`src/rtl/gs_pkg.sv`:
```
// Shared definitions for the grayscale pipeline: controller state codes,
// default frame geometry and helpers for sizing frame counters and addresses.
package gs_pkg;

   // Controller states. Kept as plain constants so older tools and netlists
   // that compare raw state codes keep working.
   localparam logic [2:0] IDLE   = 3'd0;
   localparam logic [2:0] ARM    = 3'd1;
   localparam logic [2:0] RUN    = 3'd2;
   localparam logic [2:0] FLUSH  = 3'd3;
   localparam logic [2:0] FINISH = 3'd4;
   localparam logic [2:0] FAULT  = 3'd5;

   // Default frame geometry (rows x columns).
   localparam int unsigned GS_DEFAULT_N = 480;
   localparam int unsigned GS_DEFAULT_M = 320;

   // Pixels in one n x m frame.
   function automatic int unsigned gs_pixels(input int unsigned n, input int unsigned m);
      return n * m;
   endfunction

   // Bits needed for a counter that must be able to hold max_value itself,
   // since the frame counters saturate at the frame size rather than wrapping.
   function automatic int unsigned gs_width_for(input longint unsigned max_value);
      int unsigned w;
      w = 1;
      while ((w < 63) && ((64'd1 << w) <= max_value)) begin
         w = w + 1;
      end
      return w;
   endfunction

endpackage

```
`src/rtl/gs_watchdog.sv`:
```
// Stall watchdog: counts consecutive tick cycles without a clear and flags
// the tick that carries the count to TIMEOUT-1, so the owner can react on
// that same edge.
module gs_watchdog #(
   parameter int unsigned TIMEOUT = 1024
) (
   input  logic clk,
   input  logic rst_n,
   input  logic i_clear,
   input  logic i_tick,
   output logic o_expired
);

   localparam int unsigned   CW   = (TIMEOUT > 2) ? $clog2(TIMEOUT) : 1;
   localparam logic [CW-1:0] LAST = CW'(TIMEOUT - 2);
   localparam logic [CW-1:0] SAT  = CW'(TIMEOUT - 1);

   logic [CW-1:0] r_count;

   // Expiry fires on the tick that would move the count from TIMEOUT-2 to TIMEOUT-1.
   assign o_expired = i_tick && !i_clear && (r_count >= LAST);

   // Idle-cycle counter: activity clears it, ticks advance it, it never wraps.
   always_ff @(posedge clk or negedge rst_n) begin
      if (!rst_n) begin
         r_count <= '0;
      end else if (i_clear) begin
         r_count <= '0;
      end else if (i_tick && (r_count != SAT)) begin
         r_count <= r_count + CW'(1);
      end
   end

endmodule

```
`src/rtl/gs_frame_controller.sv`:
```
// Frame sequencer for one grayscale conversion: walks the RGB source
// (3 bytes per pixel), strobes gray writes as the grayscaler produces them,
// and reports done/error with a stall watchdog.
module gs_frame_controller
   import gs_pkg::*;
#(
   parameter int unsigned N       = GS_DEFAULT_N,
   parameter int unsigned M       = GS_DEFAULT_M,
   parameter int unsigned SRC_AW  = 19,
   parameter int unsigned DST_AW  = 18,
   parameter int unsigned TIMEOUT = 1024
) (
   input  logic              clk,
   input  logic              rst_n,
   input  logic              i_start,
   input  logic              i_abort,
   input  logic              i_rd_valid,
   input  logic              i_gs_pause,
   input  logic              i_gs_valid,
   input  logic              i_gs_done,
   output logic              o_rd_en,
   output logic [SRC_AW-1:0] o_rd_addr,
   output logic              o_wr_en,
   output logic [DST_AW-1:0] o_wr_addr,
   output logic              o_gs_enable,
   output logic              o_busy,
   output logic              o_done,
   output logic              o_error,
   output logic [DST_AW-1:0] o_pix_count
);

   localparam int unsigned     PIXELS   = gs_pixels(N, M);
   localparam int unsigned     DW1      = DST_AW + 1;
   localparam logic [SRC_AW-1:0] SRC_END = SRC_AW'(3 * PIXELS);
   localparam logic [DST_AW-1:0] DST_END = DST_AW'(PIXELS);
   localparam logic [DW1-1:0]    DST_END_X = DW1'(PIXELS);

   logic [2:0]        r_state;
   logic [SRC_AW-1:0] r_rd_addr;
   logic [DST_AW-1:0] r_wr_addr;
   logic              r_error;
   logic              r_rd_req;

   logic [2:0]        w_state_next;
   logic              w_error_set;
   logic              w_active;
   logic              w_rd_en;
   logic              w_wr_en;
   logic              w_overrun;
   logic              w_count_ok;
   logic              w_rd_pending;
   logic              w_expired;
   logic [DW1-1:0]    w_wr_count;

   assign w_active   = (r_state == RUN) || (r_state == FLUSH);
   assign w_rd_en    = (r_state == RUN) && !i_gs_pause && (r_rd_addr < SRC_END);
   // A result arriving with the frame already full is an overrun; it is not
   // written so the destination buffer beyond the frame stays untouched.
   assign w_overrun  = w_active && i_gs_valid && (r_wr_addr == DST_END);
   assign w_wr_en    = w_active && i_gs_valid && !w_overrun;
   // Completion check counts a write landing in the same cycle as gs_done.
   assign w_wr_count = {1'b0, r_wr_addr} + {{DST_AW{1'b0}}, w_wr_en};
   assign w_count_ok = (w_wr_count == DST_END_X);
   // The source answers one cycle after a request, so a read is outstanding
   // if one was issued last cycle or a byte is still landing now.
   assign w_rd_pending = r_rd_req || i_rd_valid;

   gs_watchdog #(
      .TIMEOUT (TIMEOUT)
   ) u_watchdog (
      .clk       (clk),
      .rst_n     (rst_n),
      .i_clear   (!w_active || i_rd_valid || i_gs_valid || i_abort),
      .i_tick    (w_active),
      .o_expired (w_expired)
   );

   // Next-state selection; abort overrides everything outside IDLE.
   always_comb begin
      w_state_next = r_state;
      w_error_set  = 1'b0;
      case (r_state)
         IDLE: begin
            if (i_start) begin
               w_state_next = ARM;
            end
         end
         ARM: begin
            w_state_next = RUN;
         end
         RUN, FLUSH: begin
            if (w_overrun || w_expired || (i_gs_done && !w_count_ok)) begin
               w_state_next = FAULT;
               w_error_set  = 1'b1;
            end else if (i_gs_done) begin
               w_state_next = FINISH;
            end else if ((r_state == RUN) && (r_rd_addr == SRC_END) && !w_rd_pending) begin
               w_state_next = FLUSH;
            end
         end
         FINISH, FAULT: begin
            w_state_next = IDLE;
         end
         default: begin
            w_state_next = IDLE;
         end
      endcase
      if ((r_state != IDLE) && i_abort) begin
         w_state_next = IDLE;
         w_error_set  = 1'b0;
      end
   end

   // State, frame counters and sticky error; counters freeze on abort.
   always_ff @(posedge clk or negedge rst_n) begin
      if (!rst_n) begin
         r_state   <= IDLE;
         r_rd_addr <= '0;
         r_wr_addr <= '0;
         r_error   <= 1'b0;
         r_rd_req  <= 1'b0;
      end else begin
         r_state  <= w_state_next;
         r_rd_req <= w_rd_en;
         if ((r_state == IDLE) && i_start) begin
            r_rd_addr <= '0;
            r_wr_addr <= '0;
            r_error   <= 1'b0;
         end else if (w_active && !i_abort) begin
            if (i_rd_valid && (r_rd_addr != SRC_END)) begin
               r_rd_addr <= r_rd_addr + SRC_AW'(1);
            end
            if (w_wr_en) begin
               r_wr_addr <= r_wr_addr + DST_AW'(1);
            end
         end
         if (w_error_set) begin
            r_error <= 1'b1;
         end
      end
   end

   assign o_rd_en     = w_rd_en;
   assign o_rd_addr   = r_rd_addr;
   assign o_wr_en     = w_wr_en;
   assign o_wr_addr   = r_wr_addr;
   assign o_pix_count = r_wr_addr;
   assign o_gs_enable = (r_state == ARM) || w_active;
   assign o_busy      = (r_state != IDLE);
   assign o_done      = (r_state == FINISH);
   assign o_error     = r_error;

endmodule

```
`config.mk`:
```
export PLATFORM = sky130hd
export DESIGN_NAME = gs_frame_controller
export DESIGN_NICKNAME = d
export VERILOG_FILES = /design/src/rtl/gs_pkg.sv /design/src/rtl/gs_watchdog.sv /design/src/rtl/gs_frame_controller.sv
export SDC_FILE = /design/constraint.sdc
export NUM_CORES = 1
export LEC_CHECK = 0
export BUFFER_PORTS_ARGS = -buffer_cell sky130_fd_sc_hd__buf_2
export CORE_MARGIN = 2
export CORE_UTILIZATION = 38
export CTS_BUF_LIST = sky130_fd_sc_hd__clkbuf_8
export DETAILED_ROUTE_END_ITERATION = 8
export PLACE_DENSITY_LB_ADDON = 0.3
export SLEW_MARGIN = 10
export SYNTH_ARGS = -nofsm -noshare
export SYNTH_HDL_FRONTEND = slang
export SYNTH_HIERARCHICAL = 1
export SYNTH_SLANG_ARGS = --single-unit
```
`constraint.sdc`:
```
create_clock -name clk -period 4.5 [get_ports clk]
set_input_delay 0.225 -clock clk [delete_from_list [all_inputs] [get_ports clk]]
set_output_delay 0.225 -clock clk [all_outputs]
set_load 0.01 [all_outputs]
```
# --- After elaboration in Yosys (flattened, before gate mapping) ---
# Index checks and enable logic that the tools add are counted.
totals:
  register_bits: 52
  input_bits: 8
  elab_cells: 83
op_classes:
  addsub: 4
  order_cmp: 2
  n_eq_ne: 11
  n_mux: 19
  reduce_logical: 41
ops:
  columns: ["op", "n"]
  rows:
  - ["19-bit 2-to-1 mux", 3]
  - ["18-bit 2-to-1 mux", 3]
  - ["10-bit 2-to-1 mux", 2]
  - ["18-bit by 1-bit adder with 19-bit output", 1]
  - ["19-bit by 1-bit adder with 19-bit output (second input constant)", 1]
  - ["19-bit by 18-bit equality test with 1-bit output (second input constant)", 1]
  - ["19-bit equality test (second input constant)", 1]
  - ["19-bit < comparator (second input constant)", 1]
  - ["19-bit != test (second input constant)", 1]
  - ["18-bit by 1-bit adder with 18-bit output (second input constant)", 1]
  - ["18-bit equality test (second input constant)", 1]
  - ["1-bit logical AND", 15]
  - ["3-bit 2-to-1 mux", 5]
  - ["10-bit by 1-bit adder with 10-bit output (second input constant)", 1]
  - ["10-bit >= comparator (second input constant)", 1]
  - ["10-bit != test (second input constant)", 1]
  - ["2-bit nonzero test", 5]
  - ["3-bit case mux with 3 select lines", 1]
  - ["1-bit logical OR", 8]
  - ["1-bit logical NOT", 7]
  - ["3-bit by 2-bit equality test with 1-bit output (second input constant)", 2]
  - ["2-bit AND reduction", 3]
  - ["1-bit 2-to-1 mux", 5]
  - ["5-bit != test (second input constant)", 1]
  - ["other kinds (6)", 6]

# --- Longest topological paths before layout ---
# Gate-level depths: netlist of the first run.
depth:
  word_depth: 15
  depth_mapped: 14
  mapped_depth_nobuf: 14

# --- By module ---
# The synthesis of the first run kept the hierarchy.
modules_own_cells:
  columns: ["mod", "instances", "cells_each", "area_per_inst_um2", "seq_area_each_um2"]
  rows:
  - ["gs_frame_controller", 1, 326, 2820.2, 1051.0]
  - ["gs_watchdog", 1, 72, 654.4, 250.2]

# --- Least setup slack after synthesis of the first run ---
# No wires, ideal clock.
synth_path:
  path_kind: "flip-flop to flip-flop"
  startpoint: "register r_wr_addr[1], in the netlist o_pix_count[1]"
  endpoint: "register r_error, in the netlist o_error"
  t_arrival_ns: 3.250
  setup_slack_ns: 1.112
  stages_incl_launch_ff: 14
  path_buffers: 0
  period_less_slack_ns: 3.388
  cell_sequence: "dfrtp_1 inv_1 ha_1 nor4bb_1 nand2_1 nor2_1 nor2_1 ha_1 nand3_2 or3_4 or2_4 or4_4 a2111oi_4 a31oi_1"
synth_between:
  elab_chain_len: 13
  word_cells_on_any_way: 15
  classes_between: "1 x add/sub; 2 x eq/ne; 4 x mux; 8 x reduce/logical"
synth_rtl:
  columns: ["item", "line", "source"]
  rows:
  - ["start: declaration", "gs_frame_controller.sv:40", "logic [DST_AW-1:0] r_wr_addr;"]
  - ["start signal: assignment", "gs_frame_controller.sv:134", "r_wr_addr <= r_wr_addr + DST_AW'(1);"]
  - ["18-bit equality test *", "gs_frame_controller.sv:59", "assign w_overrun = w_active && i_gs_valid && (r_wr_addr == DST_END);"]
  - ["1-bit logical AND *", "gs_frame_controller.sv:59", null]
  - ["1-bit logical NOT *", "gs_frame_controller.sv:60", "assign w_wr_en = w_active && i_gs_valid && !w_overrun;"]
  - ["1-bit logical AND *", "gs_frame_controller.sv:60", null]
  - ["net o_wr_en", "gs_frame_controller.sv:23", "output logic o_wr_en,"]
  - ["18-bit by 1-bit adder with 19-bit output *", "gs_frame_controller.sv:62", "assign w_wr_count = {1'b0, r_wr_addr} + {{DST_AW{1'b0}}, w_wr_en};"]
  - ["19-bit by 18-bit equality test with 1-bit output *", "gs_frame_controller.sv:63", "assign w_count_ok = (w_wr_count == DST_END_X);"]
  - ["1-bit logical NOT *", "gs_frame_controller.sv:92", "if (w_overrun || w_expired || (i_gs_done && !w_count_ok)) begin"]
  - ["1-bit logical AND *", "gs_frame_controller.sv:92", null]
  - ["1-bit logical OR *", "gs_frame_controller.sv:92", null]
  - ["1-bit 2-to-1 mux *", "gs_frame_controller.sv:92", null]
  - ["1-bit 2-to-1 mux *", "gs_frame_controller.sv:82", "case (r_state)"]
  - ["1-bit 2-to-1 mux *", "gs_frame_controller.sv:108", "if ((r_state != IDLE) && i_abort) begin"]
  - ["1-bit 2-to-1 mux or 2-bit nonzero test (tied branches)", null, null]
  - ["end signal: assignment", "gs_frame_controller.sv:120", "r_error <= 1'b0;"]
  - ["end signal: assignment", "gs_frame_controller.sv:128", "r_error <= 1'b0;"]
  - ["end signal: assignment", "gs_frame_controller.sv:138", "r_error <= 1'b1;"]
  - ["end: declaration", "gs_frame_controller.sv:41", "logic r_error;"]
# The timed path passes the listed nets; every way through them passes the cells marked *.
# A chain may end at the register's enable or synchronous reset.

# --- Worst setup path in the final report of the first run ---
layout_path:
  startpoint: "register r_wr_addr[1], in the netlist o_pix_count[1]"
  endpoint: "register r_state[0]"
layout_between:
  elab_chain_len: 12
  word_cells_on_any_way: 15
  classes_between: "1 x add/sub; 3 x eq/ne; 3 x mux; 8 x reduce/logical"
layout_rtl:
  columns: ["item", "line", "source"]
  rows:
  - ["18-bit equality test", "gs_frame_controller.sv:59", null]
  - ["1-bit logical AND", "gs_frame_controller.sv:59", null]
  - ["1-bit logical NOT", "gs_frame_controller.sv:60", null]
  - ["1-bit logical AND", "gs_frame_controller.sv:60", null]
  - ["18-bit by 1-bit adder with 19-bit output", "gs_frame_controller.sv:62", null]
  - ["19-bit by 18-bit equality test with 1-bit output", "gs_frame_controller.sv:63", null]
  - ["1-bit logical NOT", "gs_frame_controller.sv:92", null]
  - ["1-bit logical AND", "gs_frame_controller.sv:92", null]
  - ["1-bit logical OR *", "gs_frame_controller.sv:92", null]
  - ["3-bit 2-to-1 mux", "gs_frame_controller.sv:92", null]
  - ["3-bit case mux with 3 select lines", "gs_frame_controller.sv:82", null]
  - ["3-bit 2-to-1 mux", "gs_frame_controller.sv:108", null]
  - ["end signal: assignment", "gs_frame_controller.sv:123", "r_state <= w_state_next;"]
  - ["end: declaration", "gs_frame_controller.sv:38", "logic [2:0] r_state;"]
# Mark *: on every way between the ends. The rest lies on a longest branch, timed or not.

==> metrics, run 1 <==
Vert. Die Dim 99.62 microns; Die W 99.62 microns; DP Area 0.003744 sq mm; leading cell type in the layout, fill and taps excluded buf_2; Total GRT Usage 17.61%; cts repair resizes 0; Worst Path Max Fanout 11; via count 3081; CTS tree built; DRC 0; Mapped Cells 398; largest net degree at the start of global routing 53; critical path arrival 3660 ps; PortBufs 68; hold-fix buffer count after cts 0; post-route cell area 0.003839 sq mm; CTS sink cnt 52; PwrDens 280.1 mW/mm^2; antenna cell count 0; Setup TNS 0 ps; vias in the first global route 2834; Area contributors post-synth dfrtp_1 37%, xnor2_1 6.0%, nor2_1 5.4%, buf_4 4.5%, nand3_1 3.0%; number of library cell types mapped by synthesis 64; Ys Warns 6; most frequent cells in the layout 68 x buf_2, 52 x dfrtp_1, 50 x nor2_1; buffer count from post-CTS setup fixing 0; total die area 0.009924 sq mm; Max VDD drop 145.5 uV; Final Hold Viols 0; initial antenna violation count 0; io pins 69; Flop pwr share 49.6%; initial DRC count 108; sequential-to-total area share from yosys stat 37.45%; first-pass GRT wire length 14280 microns; clock buffer count from CTS 5; Switching Fraction 35.99%; Synth Cell Area 0.003475 sq mm; drt total wl 8555 microns; Final ANT Viol Nets 0; final setup fails 0; leakage 0.001703 uW; clk_lat worst skew 320 ps; status completed; Synth Flop Type dfrtp_1; Final Critical Period 3469 ps; Max-Cap Viols 0; fraction of registers with async set/reset 100.0%; fmax 0.2883 GHz; unrepaired setup endpoints after global routing false; number of synthesized flops with an enable pin 0; Reg-to-Reg Start o_pix_count[1]; worst rel slew slack 48.85%; Detail Placement HPWL 6096 microns; Final Wtd Congestion 0.8317; share of cells above drive strength 1 22.50%; clk slew on worst S/H paths 100 ps; Critical Path Start Type register; NumNets Final 455; Net Switching 386.9 uW; Fin Clk Skew 7.665 ps; Mean Syn Cell Area 8.730 sq um; grt ovf 0; crit end category register; Rows 34; Yosys top cell by area dfrtp_1; hold slack final 26.92 ps; syn nets 414; launch point of the worst path o_pix_count[1]; CORE AREA 0.008806 sq mm; DR pass1 iterations 4; Internal Power 688.2 uW; synthesis-to-finish area growth 10.48%; combinational share of power 23.1%; top-area cell type share of the netlist area 37.45%; critical path type register to register; Final Cycle Share 77.08%; max-slew violation count 0; routed length per instance 15.61 microns; Slew @ Worst Pin 762.1 ps; CTS max path bufs 2; WP data required 4690 ps; CTS root buf clkbuf_8; H-tree depth 2; Clk pwr share 27.3%; Via density 5.622; Initial Util 39.46%; synthesis-stage register bit count 52; worst hold path class primary input to asynchronous set/reset pin
[Yosys cell counts (7+ instances only)]
cell,number
and3_1,8
a21oi_1,16
nand4_1,11
or3_1,7
buf_4,21
o21ai_0,10
nor3_1,14
nand2_1,26
dfrtp_1,52
ha_1,8
nand3_1,21
xnor2_1,24
clkbuf_1,9
inv_1,14
nor4_1,10
nor2_1,50
[critical path, stage by stage (launching register included)]
cell       delay, ps
dfrtp_1          550
inv_1            110
ha_1             180
nor4bb_1         130
nand2_1          160
nor2_1            70
nor2_1           130
ha_1             240
nand3_2          120
or3_4            420
or2_4            270
or4_4            490
a2111oi_4        370
a31oi_1          120
[flip-flops by register name, indices dropped and copies added, names as in the netlist]
register	cells
o_error	1
r_state	3
o_rd_addr	19
r_rd_req	1
u_watchdog/r_count	10
o_pix_count	18
[power groups by stage]
stage                     sequential (uW)  clock (uW)  combinational, uW
after detailed placement              543           0                252
after floorplan                       540           0                159
final                                 534         293                248
after global placement                542           0                250
after CTS                             534         303                253
after global routing                  541         319                280
[final cells by class]
class / instances / area, sq um
Timing Repair Buffer: 70 / 355.3
Sequential cell: 52 / 1301
Multi-Input combinational cell: 296 / 1899
Tap cell: 108 / 135.1
Fill cell: 906 / 4967
Clock inverter: 3 / 26.28
Inverter: 14 / 52.55
Clock buffer: 5 / 68.82
[layer usage]
metal  global-route usage [%]  vias up  share of wire (%)
met4                    3.899        0                1.6
met3                    3.373       14                4.8
met2                    28.59       76                 48
met5                        0        -                  0
met1                    24.51     1497                 46
li1                         -     1494                  -
[through the flow]
| step | utilization [%] | setup WS, ps | std cells | total power (uW) |
|---|---|---|---|---|
| after floorplan | - | 1112 | 398 | 699.2 |
| after global placement | 42.51 | 1154 | 540 | 792.7 |
| after detailed placement | 42.51 | 1063 | 540 | 794.9 |
| after CTS | 43.59 | 1036 | 548 | 1089 |
| after global routing | 43.59 | 725.6 | 548 | 1140 |
| final | 43.59 | 1031 | 548 | 1075 |
[final timing paths]
| kind | to | slack (ps) | depth (start not counted) |
|---|---|---|---|
| max in group asynchronous | u_watchdog/r_count[8] | 4020 | 2 |
| hold reg to reg | u_watchdog/r_count[7] | 550 | 1 |
| setup reg to reg | r_state[0] | 1030 | 13 |
| min in group clk | r_rd_req | 70 | 2 |
| hold / removal | o_pix_count[11] | 30 | 2 |
| setup / recovery | r_state[0] | 1030 | 13 |
[logic make-up (layout without fill, tap and decap cells)]
| logic type | after synthesis | count (layout) | synth area share [%] |
|---|---|---|---|
| AND/OR/NAND/NOR | 186 | 186 | 28.84 |
| buffers and inverters | 50 | 92 | 7.886 |
| flip-flops | 52 | 52 | 37.45 |
| multiplexers | 6 | 6 | 1.908 |
| XOR/XNOR | 29 | 29 | 7.310 |
| AO/OA/AOI/OAI | 67 | 67 | 13.72 |
| adder cells (fa/ha/maj) | 8 | 8 | 2.881 |
No activity file was read; power rests on OpenSTA's default activity.
==> inputs of run 2 (changes only) <==
==> constraint.sdc (replaced) <==
create_clock -name clk -period 3.55 [get_ports clk]
set_input_delay 0.1775 -clock clk [delete_from_list [all_inputs] [get_ports clk]]
set_output_delay 0.1775 -clock clk [all_outputs]
set_load 0.01 [all_outputs]
==> run 2 against run 1 <==
Compared with the run above: wire length rose by 4.3%; largest power group unchanged; flip-flop and latch count did not move; via count rose by 1.3%; worst setup slack got worse by 690 ps; first-iteration DRC count rose by 31%; utilization rose by 1.3 points; hold slack improved by 7.9 ps; die area did not move; critical endpoint unchanged; sequential share of layout area fell by 1.0 points.
==> metrics, run 2 (synthesized netlist as in run 1, its figures left out) <==
Fill cells 872 (was 906); io pins 69 (unchanged); DR pass1 iterations 5 (was 4); DRC 0 (unchanged); Crit path max-delay family simple AND/OR/NAND/NOR gates (unchanged); Critical Path Start Type register (unchanged); Final Critical Period 3207 ps (was 3469 ps); Die W 99.62 microns (unchanged); post-route cell area 0.003956 sq mm (was 0.003839 sq mm); Reg-to-Reg Start o_pix_count[0] (was o_pix_count[1]); clk slew on worst S/H paths 110 ps (was 100 ps); Worst path depth 13 (unchanged); Max VDD drop 154.9 uV (was 145.5 uV); Via density 5.532 (was 5.622); launch point of the worst path o_pix_count[0] (was o_pix_count[1]); initial DRC count 142 (was 108); combinational share of power 25.5% (was 23.1%); grt ovf 0 (unchanged); leading cell type in the layout, fill and taps excluded buf_2 (unchanged); total die area 0.009924 sq mm (unchanged); Internal Power 879.8 uW (was 688.2 uW); cts repair resizes 0 (unchanged); Net Switching 495.3 uW (was 386.9 uW); clock buffer count from CTS 5 (unchanged); first-pass GRT wire length 14770 microns (was 14280 microns); NumNets Final 471 (was 455); CTS max path bufs 2 (unchanged); Final Cycle Share 90.33% (was 77.08%); PortBufs 68 (unchanged); register-to-register setup slack 340 ps (was 1030 ps); WP data required 3740 ps (was 4690 ps); Detail Placement HPWL 6496 microns (was 6096 microns); max-slew violation count 0 (unchanged); most frequent cells in the layout 68 x buf_2, 52 x dfrtp_1, 50 x nor2_1 (unchanged); leakage 0.001782 uW (was 0.001703 uW); CORE AREA 0.008806 sq mm (unchanged); DP Area 0.003856 sq mm (was 0.003744 sq mm); crit end category register (unchanged); antenna cell count 0 (unchanged); Rows 34 (unchanged); status completed (unchanged); share of cells above drive strength 1 25.00% (was 22.50%); unrepaired setup endpoints after global routing false (unchanged); utilization after layout 44.93% (was 43.59%); Worst path slowest cell or4_4 (was dfrtp_1); fmax 0.3118 GHz (was 0.2883 GHz); final setup fails 0 (unchanged); hold slack final 34.84 ps (was 26.92 ps); synthesis-to-finish area growth 13.86% (was 10.48%); Vert. Die Dim 99.62 microns (unchanged); Buf/Inv on CP 1 (unchanged); largest net degree at the start of global routing 36 (was 53); Worst Path Max Fanout 5 (was 11); Critical Path End r_state[0] (unchanged); H-tree depth 2 (unchanged); drt total wl 8925 microns (was 8555 microns); Switching Fraction 36.02% (was 35.99%); Final ANT Viol Nets 0 (unchanged); Slew @ Worst Pin 665.2 ps (was 762.1 ps); Initial Util 39.46% (unchanged); CP max stage delay 490 ps (was 550 ps); critical path type register to register (unchanged); clk_lat worst skew 320 ps (about the same); RR Endpoint r_state[0] (unchanged); Worst R2R Path Depth 13 (unchanged); Fin Clk Skew 4.586 ps (was 7.665 ps); CTS tree built (unchanged); via count 3120 (was 3081); Max-Cap Viols 0 (unchanged); Clk pwr share 26.4% (was 27.3%); Flop pwr share 48.1% (was 49.6%); Final Wtd Congestion 0.9470 (was 0.8317); routed length per instance 15.82 microns (was 15.61 microns); worst hold path class primary input to register (was primary input to asynchronous set/reset pin); worst rel slew slack 55.35% (was 48.85%); critical path arrival 3400 ps (was 3660 ps); max FFs per register 19 (unchanged); Final Hold Viols 0 (unchanged); Setup TNS 0 ps (unchanged); vias in the first global route 2974 (was 2834); CTS sink cnt 52 (unchanged); PwrDens 347.6 mW/mm^2 (was 280.1 mW/mm^2); CP cell instances inv_1, ha_1, nor4bb_1, nand2_1, nor2_1, nor2_1, ha_1, nand3_2, or3_4, or2_4, or4_4, a2111oi_4, a31oi_1 (unchanged); initial antenna violation count 0 (unchanged); CTS root buf clkbuf_8 (unchanged); Total GRT Usage 18.32% (was 17.61%)
run 2: power groups by stage:
stage	Clock (uW)	Sequential, uW	Combinational (uW)
CTS	371	661	356
global placement	0	671	349
global route	400	666	390
finish	364	661	350
floorplan	0	684	202
detailed placement	0	673	354
run 2: area by class of cell:
type                            count  area (sq um)  share of cell area (%)
Clock buffer                        5         68.82                   1.739
Clock inverter                      3         21.27                  0.5376
Inverter                           14         52.55                   1.328
Multi-Input combinational cell    296          1899                   48.01
Sequential cell                    52          1301                   32.89
Tap cell                          108         135.1                   3.416
Timing Repair Buffer               86         478.0                   12.08
run 2: repair_timing:
action / 4_1_cts / 5_1_grt
hold endpoints to repair: 24 / 0
endpoints found under the setup margin: 0 / 0
hold buffers: 1 / 0
setup buffers: 0 / 0
run 2: worst min-delay path by stage:
stage | start | end | slack (ps) | cells past startpoint
3_5_place_dp | rst_n | o_pix_count[10] | 230 | 1
5_1_grt | i_gs_pause | r_rd_req | 30 | 2
4_1_cts | i_gs_pause | r_rd_req | 40 | 2
2_1_floorplan | rst_n | o_error | -120 | 0
6_report | i_gs_pause | r_rd_req | 30 | 2
3_3_place_gp | rst_n | o_pix_count[10] | 230 | 1
run 2: per-layer routing:
metal | GRT usage [%] | up-vias | wire length [microns]
met3 | 2.952 | 8 | 391
met1 | 24.37 | 1502 | 3999
met4 | 3.477 | 0 | 79
met2 | 31.76 | 85 | 4454
met5 | 0 | - | 0
li1 | - | 1525 | -
run 2: through the flow:
| stage | std cells | total power (uW) | setup slack, ps |
|---|---|---|---|
| 6_report | 564 | 1375 | 343.2 |
| 5_1_grt | 564 | 1456 | 30.75 |
| 4_1_cts | 564 | 1387 | 348.2 |
| 3_5_place_dp | 555 | 1027 | 373.1 |
| 3_3_place_gp | 555 | 1020 | 451.1 |
| 2_1_floorplan | 398 | 886.3 | 161.6 |
==> inputs of run 3 (changes only) <==
--- a/config.mk
+++ b/config.mk
@@ -10,6 +10,7 @@
 export CORE_UTILIZATION = 38
 export CTS_BUF_LIST = sky130_fd_sc_hd__clkbuf_8
 export DETAILED_ROUTE_END_ITERATION = 8
+export GPL_TIMING_DRIVEN = 0
 export PLACE_DENSITY_LB_ADDON = 0.3
 export SLEW_MARGIN = 10
 export SYNTH_ARGS = -nofsm -noshare
==> run 3 against run 2 <==
Compared with the run above: clock power grew 31%; global-route usage shrank 0.89 points; largest power group unchanged; first-iteration DRC count is 37% higher; count of clock-buffer cells in the layout stayed put; sequential power barely moved; wire length fell by 1.6%; final cell count increased by 3.2%; critical path depth down 2; power grew 9.7%; via count grew 0.22%.
==> metrics, run 3 (synthesized netlist as in run 1, its figures left out) <==
status completed (unchanged); worst hold path class primary input to register (unchanged); H-tree depth 2 (unchanged); Worst R2R Path Depth 11 (was 13); met2 wire len 4237 microns (was 4454 microns); WP data required 3720 ps (was 3740 ps); DRC 0 (unchanged); grt ovf 0 (unchanged); clk_lat worst skew 310 ps (was 320 ps); antenna cell count 0 (unchanged); Worst Path Max Fanout 8 (was 5); Rows 34 (unchanged); via count 3127 (was 3120); utilization after layout 46.79% (was 44.93%); CTS max path bufs 2 (unchanged); PwrDens 366.1 mW/mm^2 (was 347.6 mW/mm^2); largest net degree at the start of global routing 53 (was 36); Setup TNS 0 ps (unchanged); register-to-register setup slack 130 ps (was 340 ps); Crit path max-delay family simple AND/OR/NAND/NOR gates (unchanged); Max VDD drop 162.1 uV (was 154.9 uV); initial DRC count 194 (was 142); Fin Clk Skew 11.75 ps (was 4.586 ps); io pins 69 (unchanged); max FFs per register 19 (unchanged); top routing layer in use met4 (unchanged); Final ANT Viol Nets 0 (unchanged); leakage 0.001867 uW (was 0.001782 uW); Buf/Inv on CP 1 (unchanged); Max-Cap Viols 0 (unchanged); CP cell instances clkbuf_1, nand4_1, nor2_1, nor2_2, ha_2, nand3_2, or3_4, or2_4, or4_4, a2111oi_4, a31oi_1 (was inv_1, ha_1, nor4bb_1, nand2_1, nor2_1, nor2_1, ha_1, nand3_2, or3_4, or2_4, or4_4, a2111oi_4, a31oi_1); Final Hold Viols 0 (unchanged); critical path type register to register (unchanged); Worst path slowest cell or4_4 (unchanged); critical path arrival 3580 ps (was 3400 ps); Fill cells 877 (was 872); leading cell type in the layout, fill and taps excluded buf_2 (unchanged); first-pass GRT wire length 14230 microns (was 14770 microns); share of cells above drive strength 1 27.85% (was 25.00%); Detail Placement HPWL 6391 microns (was 6496 microns); Multi-input gate area 0.001917 sq mm (was 0.001899 sq mm); synthesis-to-finish area growth 18.58% (was 13.86%); RR Endpoint r_state[0] (unchanged); max-slew violation count 0 (unchanged); PortBufs 68 (unchanged); post-route cell area 0.004120 sq mm (was 0.003956 sq mm); CTS root buf clkbuf_8 (unchanged); Final Power 1509 uW (was 1375 uW); clock buffer count from CTS 5 (unchanged); Met1 Routed Length 4189 microns (was 3999 microns); Initial Util 39.46% (unchanged); wire length on met3 255 microns (was 391 microns); Final Wtd Congestion 0.8345 (was 0.9470); Final Cycle Share 96.31% (was 90.33%); total die area 0.009924 sq mm (unchanged); Critical Path End r_state[0] (unchanged); unrepaired setup endpoints after global routing false (unchanged); CORE AREA 0.008806 sq mm (unchanged); DR pass1 iterations 4 (was 5); launch point of the worst path o_pix_count[12] (was o_pix_count[0]); Total GRT Usage 17.43% (was 18.32%); Slew @ Worst Pin 674.0 ps (was 665.2 ps); vias in the first global route 2906 (was 2974); Worst path depth 11 (was 13); Final Critical Period 3419 ps (was 3207 ps); most frequent cells in the layout 73 x buf_2, 49 x dfrtp_1, 48 x nor2_1 (was 68 x buf_2, 52 x dfrtp_1, 50 x nor2_1); crit end category register (unchanged); final setup fails 0 (unchanged); drt total wl 8778 microns (was 8925 microns); routed length per instance 15.08 microns (was 15.82 microns); Critical Path Start Type register (unchanged); CP max stage delay 490 ps (about the same); Reg-to-Reg Start o_pix_count[12] (was o_pix_count[0]); Hold Path Cell Cnt 2 (unchanged); DP Area 0.003950 sq mm (was 0.003856 sq mm); clk slew on worst S/H paths 100 ps (was 110 ps); worst rel slew slack 55.07% (was 55.35%); NumNets Final 490 (was 471); CTS tree built (unchanged); Via density 5.373 (was 5.532); Reg area 0.001305 sq mm (was 0.001301 sq mm); initial antenna violation count 0 (unchanged); CTS sink cnt 52 (unchanged); fmax 0.2925 GHz (was 0.3118 GHz); Die W 99.62 microns (unchanged); Vert. Die Dim 99.62 microns (unchanged)
## run 3: cell types whose count changed in the layout (fill, tap and decap cells not counted), sizes merged
cell and delta:
clkinvlp -1, clkinv -1, clkbuf +7, inv -1
buf +12, bufinv +2
## run 3: cell type report
cell class | instances | area share [%]
plain buffers | 34 | 5.193
clock buffers | 5 | 1.670
clock inverters | 2 | 1.458
inverters | 14 | 1.275
multi-input cells | 296 | 46.52
flip-flops and latches | 52 | 31.67
well taps | 108 | 3.280
repair buffers | 71 | 8.928
## run 3: stage by stage
| step | setup slack [ps] | hold WS, ps | instances |
|---|---|---|---|
| finish | 131.0 | 33.90 | 582 |
| CTS | 18.13 | 34.52 | 583 |
| detailed placement | -200.0 | 370.7 | 574 |
| global placement | -114.6 | 372.2 | 574 |
| global route | 21.00 | 29.29 | 582 |
| floorplan | 161.6 | -118.1 | 398 |
## run 3: report_power, final
part / switching [uW] / internal [uW] / leakage, uW
clock: 200 / 278 / 0.0000642
combinational: 237 / 130 / 0.00109
sequential: 38.5 / 625 / 0.000717
total: 475 / 1030 / 0.00187
## run 3: worst min path at each step
stage,start,endpoint,slack (ps)
after floorplan,rst_n,o_error,-120
after global placement,i_gs_pause,r_rd_req,370
after detailed placement,i_gs_pause,r_rd_req,370
after CTS,i_gs_pause,r_rd_req,30
after global routing,i_gs_pause,r_rd_req,30
final,i_gs_pause,r_rd_req,30
## run 3: routing by layer
metal | up-vias | global-route usage, %
met5 | - | 0
met4 | 0 | 4.004
met3 | 10 | 2.811
met2 | 44 | 28.38
met1 | 1510 | 24.46
li1 | 1563 | -
## run 3: repair_timing
action	CTS	global route
endpoints found under the hold margin	0	52
hold buffers	0	1
gates resized for setup	2	6
setup buffers	2	0
endpoints found under the setup margin	2	2
pin swaps	0	1
